### src/rtl/idea_pkg.sv
// Shared types and constants for the iterative IDEA block engine.
package idea_pkg;

  localparam int WORD_W  = 16;
  localparam int BLOCK_W = 64;

  typedef enum logic [1:0] {
    IDLE,
    RUN,
    OTX,
    DONE
  } state_e;

  function automatic int subkey_count(input int rounds);
    return 6 * rounds + 4;
  endfunction

endpackage

### src/rtl/inmultire.sv
// Combinational multiply modulo 2^16+1; a zero operand stands for 2^16 and a 2^16 result is returned as 0.
// Zero latency, no handshake.
module inmultire
  import idea_pkg::*;
(
  input  logic [WORD_W-1:0] op_a,
  input  logic [WORD_W-1:0] op_b,
  output logic [WORD_W-1:0] prod
);

  logic [2*WORD_W-1:0] full;
  logic [WORD_W-1:0]   lo;
  logic [WORD_W-1:0]   hi;

  always_comb begin
    full = (2*WORD_W)'(op_a) * (2*WORD_W)'(op_b);
    lo   = full[WORD_W-1:0];
    hi   = full[2*WORD_W-1:WORD_W];
    if (op_a == '0) begin
      // 2^16 is -1 mod 2^16+1, so the product reduces to 1 - other operand
      prod = WORD_W'(1) - op_b;
    end else if (op_b == '0) begin
      prod = WORD_W'(1) - op_a;
    end else begin
      prod = lo - hi + {{(WORD_W-1){1'b0}}, (lo < hi)};
    end
  end

endmodule

### src/rtl/idea_round_ctrl.sv
// Iterative IDEA engine: one shared modular multiplier, 6 cycles per round plus 4 output cycles.
// out_valid rises 6*ROUNDS+4 edges after accept; result held in DONE until out_ready, in_ready low while busy or holding.
module idea_round_ctrl
  import idea_pkg::*;
#(
  parameter int ROUNDS = 8,
  parameter int KIDX_W = 6
) (
  input  logic               clk,
  input  logic               rst_n,
  input  logic               in_valid,
  output logic               in_ready,
  input  logic [63:0]        in_block,
  output logic [KIDX_W-1:0]  key_idx,
  input  logic [15:0]        key_data,
  output logic               out_valid,
  input  logic               out_ready,
  output logic [63:0]        out_block,
  output logic               busy
);

  localparam logic [3:0]        LAST_ROUND = 4'(ROUNDS - 1);
  localparam logic [KIDX_W-1:0] OTX_BASE   = KIDX_W'(subkey_count(ROUNDS) - 4);
  localparam logic [KIDX_W-1:0] ROUND_KEYS = KIDX_W'(6);

  state_e state_q, state_d;
  logic [3:0] round_q, round_d;
  logic [2:0] step_q, step_d;

  logic [WORD_W-1:0] x1_q, x1_d, x2_q, x2_d, x3_q, x3_d, x4_q, x4_d;
  logic [WORD_W-1:0] y1_q, y1_d, y2_q, y2_d, y3_q, y3_d, y4_q, y4_d;
  logic [WORD_W-1:0] t3_q, t3_d;
  logic [WORD_W-1:0] o1_q, o1_d, o2_q, o2_d, o3_q, o3_d;
  logic [BLOCK_W-1:0] out_block_q, out_block_d;

  logic [WORD_W-1:0] mul_a, mul_p, add_a, add_s, t6;

  inmultire u_mul (
    .op_a (mul_a),
    .op_b (key_data),
    .prod (mul_p)
  );

  // Operand selection for the single multiplier and the key adder.
  always_comb begin
    mul_a = '0;
    add_a = '0;
    if (state_q == RUN) begin
      case (step_q)
        3'd0:    mul_a = x1_q;
        3'd1:    add_a = x2_q;
        3'd2:    add_a = x3_q;
        3'd3:    mul_a = x4_q;
        3'd4:    mul_a = y1_q ^ y3_q;
        3'd5:    mul_a = (y2_q ^ y4_q) + t3_q;
        default: mul_a = '0;
      endcase
    end else if (state_q == OTX) begin
      // Output transform undoes the middle-word swap of the last round
      case (step_q)
        3'd0:    mul_a = x1_q;
        3'd1:    add_a = x3_q;
        3'd2:    add_a = x2_q;
        3'd3:    mul_a = x4_q;
        default: mul_a = '0;
      endcase
    end
    add_s = add_a + key_data;
    t6    = t3_q + mul_p;
  end

  always_comb begin
    state_d     = state_q;
    round_d     = round_q;
    step_d      = step_q;
    x1_d        = x1_q;
    x2_d        = x2_q;
    x3_d        = x3_q;
    x4_d        = x4_q;
    y1_d        = y1_q;
    y2_d        = y2_q;
    y3_d        = y3_q;
    y4_d        = y4_q;
    t3_d        = t3_q;
    o1_d        = o1_q;
    o2_d        = o2_q;
    o3_d        = o3_q;
    out_block_d = out_block_q;

    case (state_q)
      IDLE: begin
        if (in_valid) begin
          {x1_d, x2_d, x3_d, x4_d} = in_block;
          round_d = '0;
          step_d  = '0;
          state_d = RUN;
        end
      end
      RUN: begin
        case (step_q)
          3'd0: y1_d = mul_p;
          3'd1: y2_d = add_s;
          3'd2: y3_d = add_s;
          3'd3: y4_d = mul_p;
          3'd4: t3_d = mul_p;
          3'd5: begin
            x1_d = y1_q ^ mul_p;
            x2_d = y3_q ^ mul_p;
            x3_d = y2_q ^ t6;
            x4_d = y4_q ^ t6;
          end
          default: ;
        endcase
        if (step_q == 3'd5) begin
          step_d = '0;
          if (round_q == LAST_ROUND) begin
            round_d = '0;
            state_d = OTX;
          end else begin
            round_d = round_q + 4'd1;
          end
        end else begin
          step_d = step_q + 3'd1;
        end
      end
      OTX: begin
        case (step_q)
          3'd0: o1_d = mul_p;
          3'd1: o2_d = add_s;
          3'd2: o3_d = add_s;
          default: ;
        endcase
        if (step_q == 3'd3) begin
          out_block_d = {o1_q, o2_q, o3_q, mul_p};
          step_d      = '0;
          state_d     = DONE;
        end else begin
          step_d = step_q + 3'd1;
        end
      end
      DONE: begin
        if (out_ready) state_d = IDLE;
      end
      default: state_d = IDLE;
    endcase
  end

  always_ff @(posedge clk or negedge rst_n) begin
    if (!rst_n) begin
      state_q     <= IDLE;
      round_q     <= '0;
      step_q      <= '0;
      x1_q        <= '0;
      x2_q        <= '0;
      x3_q        <= '0;
      x4_q        <= '0;
      y1_q        <= '0;
      y2_q        <= '0;
      y3_q        <= '0;
      y4_q        <= '0;
      t3_q        <= '0;
      o1_q        <= '0;
      o2_q        <= '0;
      o3_q        <= '0;
      out_block_q <= '0;
    end else begin
      state_q     <= state_d;
      round_q     <= round_d;
      step_q      <= step_d;
      x1_q        <= x1_d;
      x2_q        <= x2_d;
      x3_q        <= x3_d;
      x4_q        <= x4_d;
      y1_q        <= y1_d;
      y2_q        <= y2_d;
      y3_q        <= y3_d;
      y4_q        <= y4_d;
      t3_q        <= t3_d;
      o1_q        <= o1_d;
      o2_q        <= o2_d;
      o3_q        <= o3_d;
      out_block_q <= out_block_d;
    end
  end

  // Outputs decode straight from the state so reset shows on them without a clock edge.
  always_comb begin
    in_ready  = (state_q == IDLE);
    out_valid = (state_q == DONE);
    busy      = (state_q == RUN) || (state_q == OTX);
    out_block = out_block_q;
    key_idx   = '0;
    if (state_q == RUN) begin
      key_idx = KIDX_W'(round_q) * ROUND_KEYS + KIDX_W'(step_q);
    end else if (state_q == OTX) begin
      key_idx = OTX_BASE + KIDX_W'(step_q);
    end
  end

endmodule

### config.mk
export PLATFORM = sky130hd
export DESIGN_NAME = idea_round_ctrl
export DESIGN_NICKNAME = d
export VERILOG_FILES = /design/src/rtl/idea_pkg.sv /design/src/rtl/inmultire.sv /design/src/rtl/idea_round_ctrl.sv
export SDC_FILE = /design/constraint.sdc
export NUM_CORES = 1
export LEC_CHECK = 0
export ABC_AREA = 1
export CORE_MARGIN = 5
export CORE_UTILIZATION = 38
export CTS_CLUSTER_SIZE = 40
export DETAILED_ROUTE_END_ITERATION = 10
export PLACE_DENSITY = 0.64
export SYNTH_ARGS = -nofsm -noshare
export SYNTH_HDL_FRONTEND = slang
export SYNTH_SLANG_ARGS = --single-unit
### constraint.sdc
create_clock -name clk -period 20 [get_ports clk]
set_clock_uncertainty 0.05 [all_clocks]
set_input_delay 4 -clock clk [delete_from_list [all_inputs] [get_ports clk]]
set_output_delay 4 -clock clk [all_outputs]
set_load 0.02 [all_outputs]
==> flow_metrics.py, run 1 <==
metrics = {
    "run_status": {
        "outcome": "completed",
    },
    "yosys": {
        "synth_warnings": 0,
        "synth_compound_gate_area_share": 0.132,
        "syn-num-nets": 3668,
        "synthCells": 3177,
        "yosys.area_share.adder": 0.268,
        "synth_area_per_cell_um2": 7.80,
        "ys_seq_elements": 265,
        "synth-async-reset-ratio": 1.00,
        "synthesis.area_um2": 24800,
        "yosysTopAreaCell": "dfrtp_1",
        "yosysTopAreaCellShare": 0.267,
        "synth_mux_area_frac": 0,
        "yosysUniqueCellTypes": 59,
        "yosysSeqAreaShare": 0.267,
        "yosys.area_share.simple": 0.193,
        "synth_top_family_by_area": "adder cells",
        "synth-edff-count": 0,
        "synth_xor_area_frac": 0.0410,
        "synth_area_leaders": "dfrtp_1 27%, fa_1 17%, nand2_1 12%",
        "synth-main-ff-cell": "dfrtp_1",
    },
    "critical_path": {
        "critical_path_class": "primary input to flip-flop",
        "start_kind": "primary input",
        "critPathArrivalTime_ns": 15.94,
        "cp_max_fo": 14,
        "slowest_delay_ns": 1.02,
        "cpMaxStageDelayCell": "clkdlybuf4s50_1",
        "cp.required_ns": 20.39,
        "reg2reg_slack_ns": 5.27,
        "reg2reg_to": "x3_q[15]",
        "timing.rr.start": "step_q[2]",
        "cp-end-kind": "flip-flop",
        "cp_common_cell": "nand2_1",
        "r2r.worst_path.cells": 68,
    },
    "min_path": {
        "hold_start": "o3_q[3]",
        "min_to": "out_block[19]",
        "hold_depth": 2,
        "hold_path_class": "flip-flop to flip-flop",
    },
    "route": {
        "dr.pass1.iters": 6,
        "vias": 21500,
        "vias_per_cell": 5.20,
        "drt_iter0_drc": 1965,
        "drc": 0,
        "routed_wl_um": 81500,
        "antenna_left": 0,
        "post_drt_wl_per_cell_um": 19.7,
    },
    "clock_network": {
        "clk_pin_slew_worst_paths_ns": 0.07,
        "ctsRootBufferMaster": "clkbuf_16",
        "post_cts_resized": 0,
        "postCtsSetupBuffers": 0,
        "postCtsHoldBufs": 0,
        "clock_latency_ns": 0.55,
        "cts_tree": "yes",
        "htreeDepth": 1,
        "cts_made_buffers": 25,
        "cts.path.max_buffers": 3,
        "cts.sinks": 265,
    },
    "sta": {
        "slew_headroom": 0.216,
        "timing.final.crit_share": 0.777,
        "rsz0062_at_grt": "no",
        "period_needed_ns": 15.55,
        "tightest_slew_ns": 1.17,
        "drv_slew": 0,
        "fin_setup_tns_ns": 0,
        "final-hold-violation-count": 0,
        "max_freq_mhz": 64.3,
        "setup_violations": 0,
    },
    "global_route": {
        "grt_pass1_vias": 21000,
        "grt_max_degree": 130,
        "antenna_found_initial": 4,
        "grt_pass1_wl_um": 125000,
        "overflow": 0,
        "grt_usage": 0.226,
    },
    "cells_and_area": {
        "nNetsFinal": 3761,
        "area_growth_pct": 12.6,
        "drive_gt1_frac": 0.0386,
    },
    "die": {
        "core-area_um2": 64600,
        "die_area_um2": 70500,
        "die_w_um": 265,
        "rows": 93,
        "start_util": 0.384,
        "die_h_um": 265,
        "io_pins": 157,
    },
    "job": {
        "cap_violations": 0,
    },
    "placement": {
        "port_buffers": 156,
        "place_hpwl_um": 64200,
        "gp_congestion": 0.966,
    },
}
==> flip-flops by register name, indices dropped and copies added (netlist names), 3 cells and up <==
register,flops
o1_q,16
o2_q,16
o3_q,16
out_block,64
round_q,4
step_q,3
t3_q,16
x1_q,16
x2_q,16
x3_q,16
x4_q,16
y1_q,16
y2_q,16
y3_q,16
y4_q,16
==> critical path: cells and delay by family <==
family,cells,cell delay [ns]
adder cells (fa/ha/maj),11,4.20
AO/OA/AOI/OAI,17,3.05
AND/OR/NAND/NOR,26,2.78
buffers and inverters,7,1.57
XOR/XNOR,1,0.27
==> final cells by class <==
cell class,instances,area [um^2]
timing repair buffer,171,1680
multi-input combinational,2274,15700
fill,6623,36700
antenna,1,2.50
tap,855,1070
clock buffer,38,744
clock inverter,8,46.3
sequential,265,6630
inverter,533,2000
==> synthesized netlist by cell type, types with 5 or more instances <==
cell type,count
a21oi_1,134
o22ai_1,61
xor2_1,88
nand2_1,774
nor2_1,227
clkinv_1,10
buf_6,5
nor3_1,8
nand3b_1,5
fa_1,208
o21ai_4,5
dfrtp_1,265
a31oi_1,13
o21ai_1,14
nand2_4,7
inv_2,15
nand3_1,98
o211ai_1,16
inv_1,506
nand4_1,11
nand2_2,15
ha_1,199
o21bai_1,12
buf_1,5
buf_2,5
nor2_2,5
xnor2_1,28
o21ai_0,298
clkbuf_1,88
==> worst max-delay path by stage <==
| stage | slack (ns) | end | from |
|---|---|---|---|
| 2_1_floorplan | 6.23 | x3_q[15] | key_data[6] |
| 3_3_place_gp | 4.42 | x4_q[14] | key_data[1] |
| 3_5_place_dp | 4.06 | x4_q[14] | key_data[1] |
| 4_1_cts | 4.59 | x4_q[15] | key_data[1] |
| 5_1_grt | 3.38 | x4_q[15] | key_data[1] |
| 6_report | 4.45 | x3_q[15] | key_data[1] |
==> cells in the final DEF, fill, tap and decap left out, types with 98 or more instances in the layout <==
cell type	instances
nand3_1	98
dfrtp_1	265
nor2_1	227
ha_1	198
a21oi_1	134
clkdlybuf4s50_1	155
nand2_1	773
o21ai_0	298
fa_1	208
inv_1	506
==> cells by family (layout without fill, tap and decap cells) <==
kind of cell,after synthesis,count (layout)
compound gates,580,580
xor+xnor,116,116
fa+ha+maj,407,407
buf+inv,638,750
flops,265,265
other cells,0,1
simple gates,1171,1171
==> stage by stage <==
| stage | utilization | cells | area (um^2) | hold WS [ns] | setup slack [ns] |
|---|---|---|---|---|---|
| 5_1_grt | 0.432 | 4145 | 27900 | 0.439 | 3.38 |
| 3_3_place_gp | 0.420 | 4098 | 27100 | 0.401 | 4.42 |
| 2_1_floorplan | - | 3177 | 24800 | 0.392 | 6.23 |
| 3_5_place_dp | 0.420 | 4098 | 27100 | 0.405 | 4.06 |
| 6_report | 0.432 | 4145 | 27900 | 0.425 | 4.45 |
| 4_1_cts | 0.432 | 4144 | 27900 | 0.420 | 4.59 |
==> per-layer routing <==
metal  GRT usage  vias to the layer above  part of all wire
met1       0.311                    10300              0.43
met5           0                        -           0.00033
met3      0.0360                      165             0.079
met4      0.0698                        4             0.038
met2       0.371                      862              0.46
li1            -                    10200                 -
Power of run 1 is not shown: default switching activity piles up to over one toggle a cycle in this logic, so the estimate is an artifact.
==> run 2, diff against run 1 <==
- clock period: 20 -> 16.2 ns (I/O delays scaled with it)
==> run 2 against run 1 <==
  * Non-clock buffer count grew 1
  * Via count is 0.39% lower
  * Hold slack lost 0.010 ns
==> flow_metrics.py, run 2 (synthesized netlist as in run 1, its figures left out) <==
metrics = {
    "die": {
        "start_util": 0.384,
        "die_h_um": 265,
        "die_area_um2": 70500,
        "io_pins": 157,
        "rows": 93,
        "core-area_um2": 64600,
        "die_w_um": 265,
    },
    "global_route": {
        "grt_pass1_wl_um": 127000,
        "grt_usage": 0.228,
        "grt_max_degree": 164,
        "overflow": 0,
        "antenna_found_initial": 4,
        "grt_pass1_vias": 21400,
    },
    "route": {
        "antenna_left": 0,
        "routed_wl_um": 81700,
        "drc": 0,
        "dr.pass1.iters": 5,
        "vias": 21500,
        "vias_per_cell": 5.17,
        "post_drt_wl_per_cell_um": 19.7,
        "drt_iter0_drc": 1983,
    },
    "critical_path": {
        "r2r.worst_path.cells": 71,
        "reg2reg_to": "x3_q[15]",
        "slowest_delay_ns": 0.93,
        "cpMaxStageDelayCell": "clkdlybuf4s50_1",
        "reg2reg_slack_ns": 1.99,
        "cp-end-kind": "flip-flop",
        "cp_max_fo": 15,
        "cp_common_cell": "nand2_1",
        "startpoint": "key_data[3]",
        "cp.required_ns": 16.59,
        "timing.rr.start": "step_q[2]",
        "start_kind": "primary input",
        "endpoint": "x3_q[15]",
        "critical_path_class": "primary input to flip-flop",
        "critPathArrivalTime_ns": 15.02,
    },
    "placement": {
        "port_buffers": 156,
        "place_hpwl_um": 64000,
        "dpl-instance-area_um2": 27100,
        "gp_congestion": 0.981,
        "dp_cells": 4099,
    },
    "sta": {
        "rsz0062_at_grt": "no",
        "setup_violations": 0,
        "period_needed_ns": 14.64,
        "max_freq_mhz": 68.3,
        "tightest_slew_ns": 1.13,
        "timing.final.crit_share": 0.903,
        "slew_headroom": 0.238,
        "fin_setup_tns_ns": 0,
        "drv_slew": 0,
        "final-hold-violation-count": 0,
    },
    "min_path": {
        "hold_path_class": "flip-flop to flip-flop",
        "hold_start": "o3_q[12]",
    },
    "clock_network": {
        "postCtsSetupBuffers": 0,
        "clock_latency_ns": 0.55,
        "clk_pin_slew_worst_paths_ns": 0.07,
        "ctsRootBufferMaster": "clkbuf_16",
        "cts_made_buffers": 26,
        "postCtsHoldBufs": 0,
        "htreeDepth": 1,
        "cts_tree": "yes",
        "cts.path.max_buffers": 3,
        "cts.sinks": 265,
        "post_cts_resized": 0,
    },
    "run_status": {
        "outcome": "completed",
    },
    "cells_and_area": {
        "drive_gt1_frac": 0.0404,
        "nNetsFinal": 3763,
        "post-route-util": 0.434,
        "area_growth_pct": 13.1,
        "layout.cells.non_filler": 4147,
        "fin_area_um2": 28000,
        "mostFrequentLayoutCells": "773 x nand2_1, 506 x inv_1, 298 x o21ai_0",
        "largest_reg_flops": 64,
        "layout_commonest_cell": "nand2_1",
    },
    "job": {
        "cap_violations": 0,
    },
}
==> run 2: cell type report <==
class	instances	area [um^2]
Fill cell	6496	36500
Tap cell	855	1070
Clock buffer	37	793
Sequential cell	265	6630
Multi-Input combinational cell	2274	15700
Clock inverter	10	109
Antenna cell	1	2.50
Timing Repair Buffer	172	1700
Inverter	533	2000
==> run 2: worst min-delay path by stage <==
stage | depth (start not counted) | slack, ns | endpoint
final | 2 | 0.41 | out_block[28]
after global routing | 2 | 0.45 | out_block[28]
after CTS | 2 | 0.42 | out_block[28]
after detailed placement | 2 | 0.40 | out_block[51]
after global placement | 2 | 0.40 | out_block[35]
after floorplan | 2 | 0.39 | out_block[19]
==> run 2: per-stage QoR <==
step	setup slack (ns)	hold WS [ns]
2_1_floorplan	3.19	0.392
3_3_place_gp	1.38	0.403
3_5_place_dp	1.08	0.405
4_1_cts	1.63	0.421
5_1_grt	0.647	0.450
6_report	1.56	0.415
==> run 2: worst max-delay path: cells and delay by family <==
kind,cells,cell delay (ns)
XOR/XNOR,1,0.31
AO/OA/AOI/OAI,17,2.97
adder cells (fa/ha/maj),11,4.19
AND/OR/NAND/NOR,26,2.65
buffers and inverters,8,1.67
==> run 2: layer usage <==
metal / vias up / global-route usage / wire [um]
met5: - / 0 / 39
met4: 6 / 0.0836 / 3500
met3: 176 / 0.0332 / 5970
met2: 805 / 0.371 / 37200
met1: 10300 / 0.312 / 35000
li1: 10200 / - / -
Power of run 2 is left out for the same reason.
